File: src/rtl/cmp_search_ctrl.sv
// Sequenced tag-search controller: one shared WIDTH-bit comparator scans a DEPTH-entry tag table.
// Optional macro CMP_SEARCH_MRU_EN starts each search at the most recently hit index.
module cmp_search_ctrl #(
  parameter int DEPTH = 8,
  parameter int IDX_W = 3,
  parameter int WIDTH = 32
) (
  input  logic             clock,
  input  logic             reset_n,
  input  logic             wr_en,
  input  logic [IDX_W-1:0] wr_idx,
  input  logic [WIDTH-1:0] wr_data,
  input  logic             clear,
  input  logic             start,
  input  logic [WIDTH-1:0] key,
  output logic             busy,
  output logic             done,
  output logic             hit,
  output logic [IDX_W-1:0] hit_idx
);

  typedef enum logic [1:0] {IDLE, SEARCH, DONE} state_t;

  localparam logic [IDX_W-1:0] LAST_CNT = IDX_W'(DEPTH - 1);

  state_t           state_q;
  logic [WIDTH-1:0] tag_q [DEPTH];
  logic [DEPTH-1:0] valid_q;
  logic [DEPTH-1:0] valid_d;
  logic [WIDTH-1:0] key_q;
  logic [IDX_W-1:0] idx_q;
  logic [IDX_W-1:0] cnt_q;
  logic [IDX_W-1:0] hit_idx_q;
  logic [IDX_W-1:0] start_idx;
  logic             busy_q;
  logic             done_q;
  logic             hit_q;
  logic             match;

`ifdef CMP_SEARCH_MRU_EN
  logic [IDX_W-1:0] mru_q;
  assign start_idx = mru_q;
`else
  assign start_idx = '0;
`endif

  // Compare sees the table as committed at the previous edge, so earlier writes are visible.
  assign match = valid_q[idx_q] && (tag_q[idx_q] == key_q);

  assign busy    = busy_q;
  assign done    = done_q;
  assign hit     = hit_q;
  assign hit_idx = hit_idx_q;

  always_ff @(posedge clock) begin
    if (wr_en) begin
      tag_q[wr_idx] <= wr_data;
    end
  end

  // clear takes priority so a same-edge write leaves its entry invalid.
  always_comb begin
    valid_d = valid_q;
    if (clear) begin
      valid_d = '0;
    end else if (wr_en) begin
      valid_d[wr_idx] = 1'b1;
    end
  end

  always_ff @(posedge clock or negedge reset_n) begin
    if (!reset_n) begin
      valid_q <= '0;
    end else begin
      valid_q <= valid_d;
    end
  end

  always_ff @(posedge clock or negedge reset_n) begin
    if (!reset_n) begin
      state_q   <= IDLE;
      key_q     <= '0;
      idx_q     <= '0;
      cnt_q     <= '0;
      busy_q    <= 1'b0;
      done_q    <= 1'b0;
      hit_q     <= 1'b0;
      hit_idx_q <= '0;
`ifdef CMP_SEARCH_MRU_EN
      mru_q     <= '0;
`endif
    end else begin
      case (state_q)
        IDLE: begin
          if (start) begin
            key_q   <= key;
            idx_q   <= start_idx;
            cnt_q   <= '0;
            busy_q  <= 1'b1;
            state_q <= SEARCH;
          end
        end
        SEARCH: begin
          if (match) begin
            hit_q     <= 1'b1;
            hit_idx_q <= idx_q;
            busy_q    <= 1'b0;
            done_q    <= 1'b1;
            state_q   <= DONE;
`ifdef CMP_SEARCH_MRU_EN
            mru_q     <= idx_q;
`endif
          end else if (cnt_q == LAST_CNT) begin
            hit_q     <= 1'b0;
            hit_idx_q <= '0;
            busy_q    <= 1'b0;
            done_q    <= 1'b1;
            state_q   <= DONE;
          end else begin
            // Power-of-two DEPTH makes the natural index overflow the modulo wrap.
            idx_q <= idx_q + IDX_W'(1);
            cnt_q <= cnt_q + IDX_W'(1);
          end
        end
        DONE: begin
          done_q  <= 1'b0;
          state_q <= IDLE;
        end
        default: begin
          busy_q  <= 1'b0;
          done_q  <= 1'b0;
          state_q <= IDLE;
        end
      endcase
    end
  end

endmodule

File: config.mk
export PLATFORM = sky130hd
export DESIGN_NAME = cmp_search_ctrl
export DESIGN_NICKNAME = d
export VERILOG_FILES = /design/src/rtl/cmp_search_ctrl.sv
export SDC_FILE = /design/constraint.sdc
export NUM_CORES = 1
export LEC_CHECK = 0
export BUFFER_PORTS_ARGS = -buffer_cell sky130_fd_sc_hd__buf_4
export CORE_MARGIN = 3
export CORE_UTILIZATION = 36
export DETAILED_ROUTE_END_ITERATION = 16
export PLACE_DENSITY_LB_ADDON = 0.25
export SETUP_SLACK_MARGIN = 0.2
export SLEW_MARGIN = 15
export SYNTH_ARGS = -nofsm -noshare
export SYNTH_HDL_FRONTEND = slang
export SYNTH_SLANG_ARGS = --single-unit
File: constraint.sdc
create_clock -name clock -period 4.4 [get_ports clock]
set_clock_uncertainty 0.1 [all_clocks]
set_input_delay 0 -clock clock [delete_from_list [all_inputs] [get_ports clock]]
set_output_delay 0 -clock clock [all_outputs]
set_load 0.01 [all_outputs]
==> run_results.csv <==
group,metric,value,unit
die,start_util,36.9,%
global_route,first_pass_grt_wire_length,42600,µm
sta,post-route-min-period,3.46,ns
sta,setup_viol,0,
route,drt_iter0_drc,444,
sta,post-route-period-util,78.6,%
logic_synthesis,post_synthesis_sequential_area_ratio,74.3,%
die,ioPinCount,78,
die,die-area,36000,µm²
final_layout,area_growth_syn_to_layout,24.1,%
route,routedWlPerCell,21.4,µm
logic_synthesis,synth_flop_cell,"sky130_fd_sc_hd__edfxtp_1",
route,routed_via_density,4.94,
global_route,grt.overflow.total,0,
sta,worst_hold_slack,-0.0103,ns
global_route,grt_pass1_vias,7050,
critical_path,worstSetupEndpointType,"flop",
logic_synthesis,synth_enable_flop_cells,256,
die,core-area,32900,µm²
critical_path,worstRegToRegCells,9,
sta,hold_viol,17,
clock_tree,post_cts_resize_count,0,
critical_path,crit_arrival,3.79,ns
die,width_of_the_die,190,µm
global_route,busiest_layer,"met2",
critical_path,worstPathMaxFanout,18,
logic_synthesis,synthArstFlopShare,17.4,%
global_route,met3_usage,2.19,%
clock_tree,numClockSinks,310,
placed_design,gpl.final_weighted_congestion,0.718,
global_route,global_route.usage.met1,21.0,%
clock_tree,cts-root-to-sink-buffers,3,
final_layout,layout-drive-gt1-share,26.6,%
die,floorplan.die.height,190,µm
power,post-layout-total-power,8470,µW
global_route,grt_use_total,15.7,%
final_layout,layout.nets,903,
sta,max_slew_margin,29.0,%
die,rows,66,
clock_tree,clock_tree.root_cell,"sky130_fd_sc_hd__clkbuf_16",
placed_design,io_buffers,77,
clock_tree,clkTransAtPathRegs,0.06,ns
clock_tree,clock_tree.htree_level_count,1,
outcome,failing_checks,"hold timing",
logic_synthesis,synth_area,12200,µm²
clock_tree,clock_insertion_delay_worst_skew,0.55,ns
critical_path,worst-endpoint-required,4.73,ns
logic_synthesis,yosys_register_bits,310,
power,p_leak,0.00553,µW
sta,timing_worst_slew_pin_value,1.06,ns
sta,setup_repair_after_global_routing_missed_its_margin,"false",
route,postRouteAntennaNets,0,
final_layout,insertedDiodeCount,0,
critical_path,start_kind,"flop",
route,routed_wire_length,27600,µm
flow_run,cap_viol_max_count,0,
sta,setup_tns,0,ns
sta,report.final.slew_viol_count,0,
critical_path,worst-setup-path-type,"flop to flop",
logic_synthesis,synth_warnings,0,
logic_synthesis,synth_cells,650,
final_layout,most_common_cell_after_layout_fill_and_taps_aside,"sky130_fd_sc_hd__edfxtp_1",
clock_tree,cts_tree,"yes",
global_route,grt_antenna_before_repair,0,
sta,fmax,289,MHz
hold_path,hp-class,"input port to async pin",
power,vdd.ir_drop.worst,0.340,mV
global_route,global_route.usage.met2,27.3,%
logic_synthesis,post_synth.cell_area_avg,18.7,µm²
clock_tree,cts_buffers,31,
logic_synthesis,syn_nets,725,
final_layout,fill_cells,2788,
route,route.detailed.drc,0,
placed_design,detailed_place_hpwl,16700,µm
route,first_pass_iters,4,
final_layout,mostFrequentLayoutCells,"sky130_fd_sc_hd__edfxtp_1, sky130_fd_sc_hd__nand2_1, sky130_fd_sc_hd__buf_4",
power,power_density,561,nW/µm²
outcome,outcome,"finished with violations",
logic_synthesis,yosysUniqueCellTypes,36,
global_route,grt_max_degree,55,
route,route.vias.total,6392,
## state kept, by name, summed over array words and instances, names as in the netlist
name     count
tag_q      256
key_q       32
valid_q      8
cnt_q        3
hit_idx      3
idx_q        3
state_q      2
busy         1
done         1
hit          1
## synthesized netlist by cell type, types with 2 or more instances
master                     instances  area share, %
sky130_fd_sc_hd__a21o_1            4           0.25
sky130_fd_sc_hd__a21oi_1           3           0.12
sky130_fd_sc_hd__a31o_1            3           0.22
sky130_fd_sc_hd__and3_1            2           0.10
sky130_fd_sc_hd__buf_1             4           0.12
sky130_fd_sc_hd__buf_2             5           0.21
sky130_fd_sc_hd__buf_4             3           0.19
sky130_fd_sc_hd__buf_6             5           0.46
sky130_fd_sc_hd__clkbuf_1          9           0.28
sky130_fd_sc_hd__dfrtp_1          54             11
sky130_fd_sc_hd__edfxtp_1        256             63
sky130_fd_sc_hd__ha_1              3           0.31
sky130_fd_sc_hd__inv_1             3          0.093
sky130_fd_sc_hd__mux2i_1          35            2.9
sky130_fd_sc_hd__mux4_2           66             12
sky130_fd_sc_hd__nand2_1         106            3.3
sky130_fd_sc_hd__nand2b_1          3           0.15
sky130_fd_sc_hd__nand4_1           8           0.41
sky130_fd_sc_hd__nor2_1           26           0.80
sky130_fd_sc_hd__nor3_1            3           0.12
sky130_fd_sc_hd__o21ai_0           2          0.082
sky130_fd_sc_hd__o31ai_1           3           0.19
sky130_fd_sc_hd__xor2_1           31            2.2
## what timing repair did
item	in CTS	in global routing
endpoints found under the hold margin	352	0
setup buffers	0	0
hold buffers	75	0
## power breakdown
group / switching, µW / leakage, µW / total (µW) / internal (µW)
clock network: 1040 / 0.000487 / 2510 / 1470
registers: 249 / 0.00300 / 3700 / 3460
logic: 1140 / 0.00204 / 2260 / 1120
total: 2430 / 0.00553 / 8470 / 6040
## worst paths after layout
check                      slack [ns]           end  startpoint
max in group asynchronous        3.63      idx_q[1]     reset_n
min                             -0.01     key_q[30]     reset_n
max reg2reg                      0.94      idx_q[1]    idx_q[1]
max                              0.94      idx_q[1]    idx_q[1]
min reg2reg                      0.39     key_q[27]   key_q[27]
min in group clock               0.04  tag_q[3][25]   wr_idx[0]
## cell families (layout without fill, tap and decap cells)
logic type,Yosys count,in the layout,share of synthesized area [%]
buffers and inverters,32,234,1.57
flip-flops,310,310,74.3
AND/OR/NAND/NOR,154,154,5.30
AO/OA/AOI/OAI,18,18,1.06
XOR/XNOR,31,31,2.23
adder cells (fa/ha/maj),3,3,0.309
multiplexers,102,102,15.2
## area by class of cell
| type | instances | area (µm²) | area share, % |
|---|---|---|---|
| clock inverters | 22 | 178 | 1.18 |
| flip-flops and latches | 310 | 9040 | 59.9 |
| repair buffers | 172 | 1500 | 9.97 |
| multi-input cells | 308 | 2990 | 19.8 |
| clock buffers | 35 | 801 | 5.31 |
| well taps | 442 | 553 | 3.66 |
| inverters | 5 | 18.8 | 0.124 |
## metrics by stage
step | area [µm²] | hold WS [ns] | util (%) | setup WS [ns] | instances
after global placement | 13400 | 0.0115 | 40.5 | 0.989 | 1162
after global routing | 15100 | 0.0470 | 45.8 | 0.723 | 1294
after floorplan | 12200 | -0.396 | - | 1.40 | 650
after detailed placement | 13400 | 0.0261 | 40.5 | 0.925 | 1162
after CTS | 15100 | 0.00338 | 45.8 | 0.914 | 1294
final | 15100 | -0.0103 | 45.8 | 0.942 | 1294
## per-layer routing
layer  routed length, µm  up-vias
li1                    -     2871
met1               12000     3347
met2               14100      136
met3                 968       38
met4                 557        0
met5                   0        -
## worst max-delay path, stage by stage, from the launching register on
cell	delay (ns)
sky130_fd_sc_hd__dfrtp_4	0.68
sky130_fd_sc_hd__buf_4	0.25
sky130_fd_sc_hd__mux4_2	0.50
sky130_fd_sc_hd__mux2i_1	0.18
sky130_fd_sc_hd__xor2_1	0.17
sky130_fd_sc_hd__nand4_1	0.22
sky130_fd_sc_hd__nor4_2	0.35
sky130_fd_sc_hd__nand3_2	0.27
sky130_fd_sc_hd__nand2_2	0.24
sky130_fd_sc_hd__mux2_2	0.36
No activity file was read; power rests on OpenSTA's default activity.
